### config.mk
export PLATFORM = sky130hd
export DESIGN_NAME = dot_accum_flat
export DESIGN_NICKNAME = d
export VERILOG_FILES = /design/src/rtl/dot_accum_pkg.sv /design/src/rtl/dot_accum_if.sv /design/src/rtl/dot_accum_sat_add.sv /design/src/rtl/dot_accum.sv /design/src/flat_wrapper.sv
export SDC_FILE = /design/constraint.sdc
export NUM_CORES = 1
export LEC_CHECK = 0
export CELL_PAD_IN_SITES_DETAIL_PLACEMENT = 0
export CELL_PAD_IN_SITES_GLOBAL_PLACEMENT = 1
export CORE_UTILIZATION = 32
export DETAILED_ROUTE_END_ITERATION = 8
export GPL_ROUTABILITY_DRIVEN = 1
export PLACE_DENSITY_LB_ADDON = 0.1
export SLEW_MARGIN = 15
export SYNTH_ARGS = -nofsm -noshare
export SYNTH_HDL_FRONTEND = slang
export SYNTH_SLANG_ARGS = --single-unit
### constraint.sdc
create_clock -name clk -period 4.9 [get_ports clk]
set_input_delay 1.47 -clock clk [delete_from_list [all_inputs] [get_ports clk]]
set_output_delay 1.47 -clock clk [all_outputs]
set_load 0.005 [all_outputs]
### src/rtl/dot_accum_pkg.sv
// Shared types and constants for the dot_accum burst accumulator.
package dot_accum_pkg;

    localparam int LEN_DEF   = 8;
    localparam int ACC_W_DEF = 24;
    localparam int PROD_W    = 16;

    typedef enum logic {
        ACC  = 1'b0,
        HOLD = 1'b1
    } state_t;

    function automatic int clog2(input int value);
        int r;
        r = 0;
        for (int i = 0; i < 31; i++) begin
            if ((1 << i) < value) r = i + 1;
        end
        return r;
    endfunction

endpackage

### src/rtl/dot_accum_if.sv
// Product input / sum output handshake bundle for dot_accum.
// valid/ready: a transfer happens on a rising edge where both valid and ready are 1.
interface dot_accum_if
    import dot_accum_pkg::*;
#(
    parameter int ACC_W = ACC_W_DEF
);
    logic [PROD_W-1:0] prod_i;
    logic              prod_valid_i;
    logic              prod_ready_o;
    logic              clr_i;
    logic [ACC_W-1:0]  sum_o;
    logic              sum_valid_o;
    logic              sum_ready_i;
    logic              ovf_o;
    state_t            state_dbg;

    modport slave (
        input  prod_i, prod_valid_i, clr_i, sum_ready_i,
        output prod_ready_o, sum_o, sum_valid_o, ovf_o, state_dbg
    );

    modport master (
        output prod_i, prod_valid_i, clr_i, sum_ready_i,
        input  prod_ready_o, sum_o, sum_valid_o, ovf_o, state_dbg
    );
endinterface

### src/rtl/dot_accum_sat_add.sv
// W-bit adder with carry out; wraps by default, clamps to all-ones when
// DOT_ACCUM_SAT_EN is defined.
module sat_add #(
    parameter int W = 24
) (
    input  logic [W-1:0] a,
    input  logic [W-1:0] b,
    output logic [W-1:0] sum,
    output logic         carry
);
    logic [W:0] full;

    assign full  = {1'b0, a} + {1'b0, b};
    assign carry = full[W];

`ifdef DOT_ACCUM_SAT_EN
    // Once clamped, any nonzero addend carries again, so the value stays pinned.
    assign sum = carry ? {W{1'b1}} : full[W-1:0];
`else
    assign sum = full[W-1:0];
`endif
endmodule

### src/rtl/dot_accum.sv
// Accumulates LEN unsigned products per burst and holds the total until consumed.
// Optional saturation via DOT_ACCUM_SAT_EN (implemented in sat_add).
module dot_accum
    import dot_accum_pkg::*;
#(
    parameter int LEN   = LEN_DEF,
    parameter int ACC_W = ACC_W_DEF
) (
    input  logic        clk,
    input  logic        rst_n,
    dot_accum_if.slave  bus
);
    localparam int CNT_W = clog2(LEN + 1);

    state_t           state;
    logic [ACC_W-1:0] acc;
    logic [ACC_W-1:0] add_sum;
    logic [ACC_W-1:0] sum_q;
    logic [CNT_W-1:0] cnt;
    logic             ovf_acc;
    logic             ovf_q;
    logic             carry;
    logic             last;

    assign last = (cnt == CNT_W'(LEN - 1));

    sat_add #(.W(ACC_W)) u_sat_add (
        .a     (acc),
        .b     (ACC_W'(bus.prod_i)),
        .sum   (add_sum),
        .carry (carry)
    );

    always_ff @(posedge clk or negedge rst_n) begin
        if (!rst_n) begin
            state   <= ACC;
            acc     <= '0;
            cnt     <= '0;
            ovf_acc <= 1'b0;
            sum_q   <= '0;
            ovf_q   <= 1'b0;
        end else if (bus.clr_i) begin
            state   <= ACC;
            acc     <= '0;
            cnt     <= '0;
            ovf_acc <= 1'b0;
            ovf_q   <= 1'b0;
        end else begin
            case (state)
                ACC: begin
                    if (bus.prod_valid_i) begin
                        if (last) begin
                            // Final product goes straight to the result register.
                            sum_q <= add_sum;
                            ovf_q <= ovf_acc | carry;
                            state <= HOLD;
                        end else begin
                            acc     <= add_sum;
                            cnt     <= cnt + CNT_W'(1);
                            ovf_acc <= ovf_acc | carry;
                        end
                    end
                end
                HOLD: begin
                    if (bus.sum_ready_i) begin
                        state   <= ACC;
                        acc     <= '0;
                        cnt     <= '0;
                        ovf_acc <= 1'b0;
                        ovf_q   <= 1'b0;
                    end
                end
                default: state <= ACC;
            endcase
        end
    end

    assign bus.prod_ready_o = (state == ACC);
    assign bus.sum_valid_o  = (state == HOLD);
    assign bus.sum_o        = sum_q;
    assign bus.ovf_o        = ovf_q;
    assign bus.state_dbg    = state;
endmodule

### src/flat_wrapper.sv
// flat-port wrapper written by rule: the top's interface ports become plain ports
module dot_accum_flat import dot_accum_pkg::*;
#(
    parameter int LEN   = LEN_DEF,
    parameter int ACC_W = ACC_W_DEF
)
  (clk, rst_n, bus_prod_i, bus_prod_valid_i, bus_clr_i, bus_sum_ready_i, bus_prod_ready_o, bus_sum_o, bus_sum_valid_o, bus_ovf_o, bus_state_dbg);
  dot_accum_if #(.ACC_W(ACC_W)) bus_i ();
  input  logic clk;
  input  logic rst_n;
  input wire logic [$bits(bus_i.prod_i)-1:0] bus_prod_i;
  input wire logic [$bits(bus_i.prod_valid_i)-1:0] bus_prod_valid_i;
  input wire logic [$bits(bus_i.clr_i)-1:0] bus_clr_i;
  input wire logic [$bits(bus_i.sum_ready_i)-1:0] bus_sum_ready_i;
  output wire logic [$bits(bus_i.prod_ready_o)-1:0] bus_prod_ready_o;
  output wire logic [$bits(bus_i.sum_o)-1:0] bus_sum_o;
  output wire logic [$bits(bus_i.sum_valid_o)-1:0] bus_sum_valid_o;
  output wire logic [$bits(bus_i.ovf_o)-1:0] bus_ovf_o;
  output wire logic [$bits(bus_i.state_dbg)-1:0] bus_state_dbg;
  assign bus_i.prod_i = bus_prod_i;
  assign bus_i.prod_valid_i = bus_prod_valid_i;
  assign bus_i.clr_i = bus_clr_i;
  assign bus_i.sum_ready_i = bus_sum_ready_i;
  assign bus_prod_ready_o = bus_i.prod_ready_o;
  assign bus_sum_o = bus_i.sum_o;
  assign bus_sum_valid_o = bus_i.sum_valid_o;
  assign bus_ovf_o = bus_i.ovf_o;
  assign bus_state_dbg = bus_i.state_dbg;
  dot_accum #(.LEN(LEN), .ACC_W(ACC_W)) u_core (.clk(clk), .rst_n(rst_n), .bus(bus_i));
endmodule
==> impl_metrics.yaml <==
critical_path:
  crit_path_end_kind: "register"
  ff2ff_setup_slack_ns: 2.11
  worstSetupPathType: "input port to register"
  cp.arrival_ns: 4.19
  cp_cell_sequence: "clkdlybuf4s50_1, ha_1, fa_1, a211oi_1, o21ai_1, a311oi_2, o21ai_2, a21o_1, and4_1, a211o_1"
  cp_max_fo: 11
  rr_worst_depth: 9
  slowest_stage: "fa_1"
  cp_data_required_time_ns: 5.11
  r2r-end: "u_core.bus.sum_o[22]$_DFFE_PN0P_"
  crit_path_start_kind: "input port"
  cp_slowest_stage_delay_ns: 0.43
  rr_startpoint: "u_core.acc[0]$_DFFE_PN0P_"
power:
  p_per_area_nw_per_um2: 284
  p_total_mw: 1.10
  ir_worst_vdd_mv: 0.113
  power.leakage_nw: 1.74
sta:
  hold_viol: 0
  slew_headroom: 0.418
  tightest_slew_ns: 0.873
  setup_violations: 0
  fin_crit_sh: 0.811
  clock_skew_ns: 0.0138
  maxSlewViolCount: 0
  fin_crit_ns: 3.97
  fmax_mhz: 252
  tns_ns: 0
  rsz0062_at_grt: "no"
routing:
  drtAntennaViolNets: 0
  dr.pass1.iters: 4
  vias: 2592
  drc: 0
  drtIter0Drc: 96
  wl_per_cell_um: 15.3
  wirelength_um: 7810
  vias_per_cell: 5.09
synthesis:
  synth_seq_cells: 55
  postSynthAreaPerCell_um2: 9.59
  netlist-cell-type-count: 54
  synth_edf_count: 0
  synthCells: 334
  synth_top_family_by_area: "compound AO/OA/AOI/OAI gates"
  ys_async_sr_fraction: 1.00
  ys_seq_area_frac: 0.430
  muxShareOfSynthArea: 0.0141
  synth_fa_ha_area_frac: 0.0727
  synth_nets: 373
  netlist_area_um2: 3200
  synth-simple-area-share: 0.154
  ys_warn_count: 0
  synthXorXnorAreaFrac: 0.0492
  synth_compound_area_frac: 0.239
  ys.flop_type: "dfrtp_1"
layout:
  fillerInstances: 1010
  nets: 414
  design_area_um2: 3860
  drive_gt1_frac: 0.0878
  fin_util: 0.397
  seqCellArea_um2: 1380
  mostFrequentLayoutCells: "nand2_1, dfrtp_1, clkdlybuf4s50_1"
  area_delta_synth_final_pct: 20.7
  n_antenna_cell: 0
  final_common_cell: "nand2_1"
  multi_input_area_um2: 1690
cts:
  cts_tree: "done"
  clock_sinks: 55
  cts_hold_buf: 0
  numCtsBuffers: 5
  clockBufferDepth: 2
  clock_latency_ns: 0.32
  cts.clk_slew.worst_paths_ns: 0.12
  post_cts_buffers: 0
  cts-root-buf: "clkbuf_8"
  cts_resized: 0
  htreeDepth: 2
global_route:
  met2_usage: 0.267
  met1_usage: 0.224
  antenna_found_initial: 0
  overflow: 0
  busiest_layer: "met2"
  use_met3: 0.0233
  track_usage: 0.162
  grt_pass1_vias: 2612
  grt_pass1_wl_um: 13100
  grt_max_degree: 38
die:
  die_h_um: 102
  die_w_um: 102
  die-area_um2: 10400
  core_um2: 9730
  fp-row-count: 36
  ios: 49
  initial_utilization: 0.329
place:
  io_buffers: 48
  placed_area_um2: 3770
  place_congestion: 0.724
  dp_hpwl_um: 5640
job:
  cap_viol_max_count: 0
worst_hold_path:
  min_path_cells: 2
  hold_path.class: "register to register"
  holdPathEnd: "u_core.bus.sum_o[18]$_DFFE_PN0P_"
  hold_path.startpoint: "u_core.bus.sum_o[18]$_DFFE_PN0P_"
run_status:
  outcome: "finished clean"
## report_power, final
group / switching [mW] / internal [mW] / total, mW
registers: 0.0228 / 0.484 / 0.506
logic: 0.186 / 0.138 / 0.324
clock network: 0.165 / 0.103 / 0.268
total: 0.374 / 0.725 / 1.10
## Yosys cell counts (7+ instances only)
| master | n | area, µm² |
|---|---|---|
| a21o_1 | 9 | 67.6 |
| a21oi_1 | 23 | 115 |
| a22o_1 | 16 | 140 |
| a31oi_1 | 7 | 43.8 |
| clkbuf_1 | 11 | 41.3 |
| dfrtp_1 | 55 | 1380 |
| ha_1 | 17 | 213 |
| nand2_1 | 59 | 221 |
| nand3_1 | 8 | 40.0 |
| nand4_1 | 8 | 50.1 |
| nor2_1 | 12 | 45.0 |
| o21ai_0 | 14 | 70.1 |
| xnor2_1 | 11 | 96.3 |
| xor2_1 | 7 | 61.3 |
## flip-flops by register name, summed over array words and instances, names as in the netlist
register,flops
u_core.acc,24
u_core.bus.sum_o,24
u_core.cnt,4
u_core.bus.ovf_o,1
u_core.bus.state_dbg,1
u_core.ovf_acc,1
## through the flow
step | std cells | hold WS, ns | setup WS, ns
after floorplan | 334 | 0.454 | 1.27
after global placement | 501 | 0.462 | 0.592
after detailed placement | 501 | 0.466 | 0.571
after CTS | 509 | 0.494 | 0.915
after global routing | 509 | 0.517 | 0.789
final | 509 | 0.487 | 0.925
## worst max path at each step
stage                       start                          endpoint  slack [ns]  cells past startpoint
floorplan           bus_prod_i[0]        u_core.acc[22]$_DFFE_PN0P_        1.27                     10
global placement    bus_prod_i[0]  u_core.bus.sum_o[22]$_DFFE_PN0P_        0.59                     10
detailed placement  bus_prod_i[0]  u_core.bus.sum_o[22]$_DFFE_PN0P_        0.57                     10
CTS                 bus_prod_i[0]  u_core.bus.sum_o[22]$_DFFE_PN0P_        0.91                     10
global route        bus_prod_i[0]  u_core.bus.sum_o[18]$_DFFE_PN0P_        0.79                     10
finish              bus_prod_i[0]  u_core.bus.sum_o[22]$_DFFE_PN0P_        0.93                     10
## critical path: cells and delay by family
kind / cells / cell delay (ns)
AOI/OAI and AO/OA: 6 / 1.41
adders and majority gates: 2 / 0.66
and+or+nand+nor: 1 / 0.22
buffers and inverters: 1 / 0.41
## metal layers
| layer | wire, µm | part of all wire |
|---|---|---|
| met3 | 191 | 0.024 |
| met2 | 3710 | 0.47 |
| met4 | 49 | 0.0063 |
| met5 | 0 | 0 |
| met1 | 3860 | 0.49 |
## kinds of logic after synthesis
family	Yosys count
AO/OA/AOI/OAI	106
XOR/XNOR	18
adder cells (fa/ha/maj)	18
buffers and inverters	25
flip-flops	55
multiplexers	4
AND/OR/NAND/NOR	108
## final cells by class
class / count / area share
Clock buffer: 5 / 0.0178
Clock inverter: 3 / 0.00615
Inverter: 6 / 0.00583
Multi-Input combinational cell: 254 / 0.438
Sequential cell: 55 / 0.356
Tap cell: 133 / 0.0431
Timing Repair Buffer: 53 / 0.133
(Power assumes the default switching activity.)
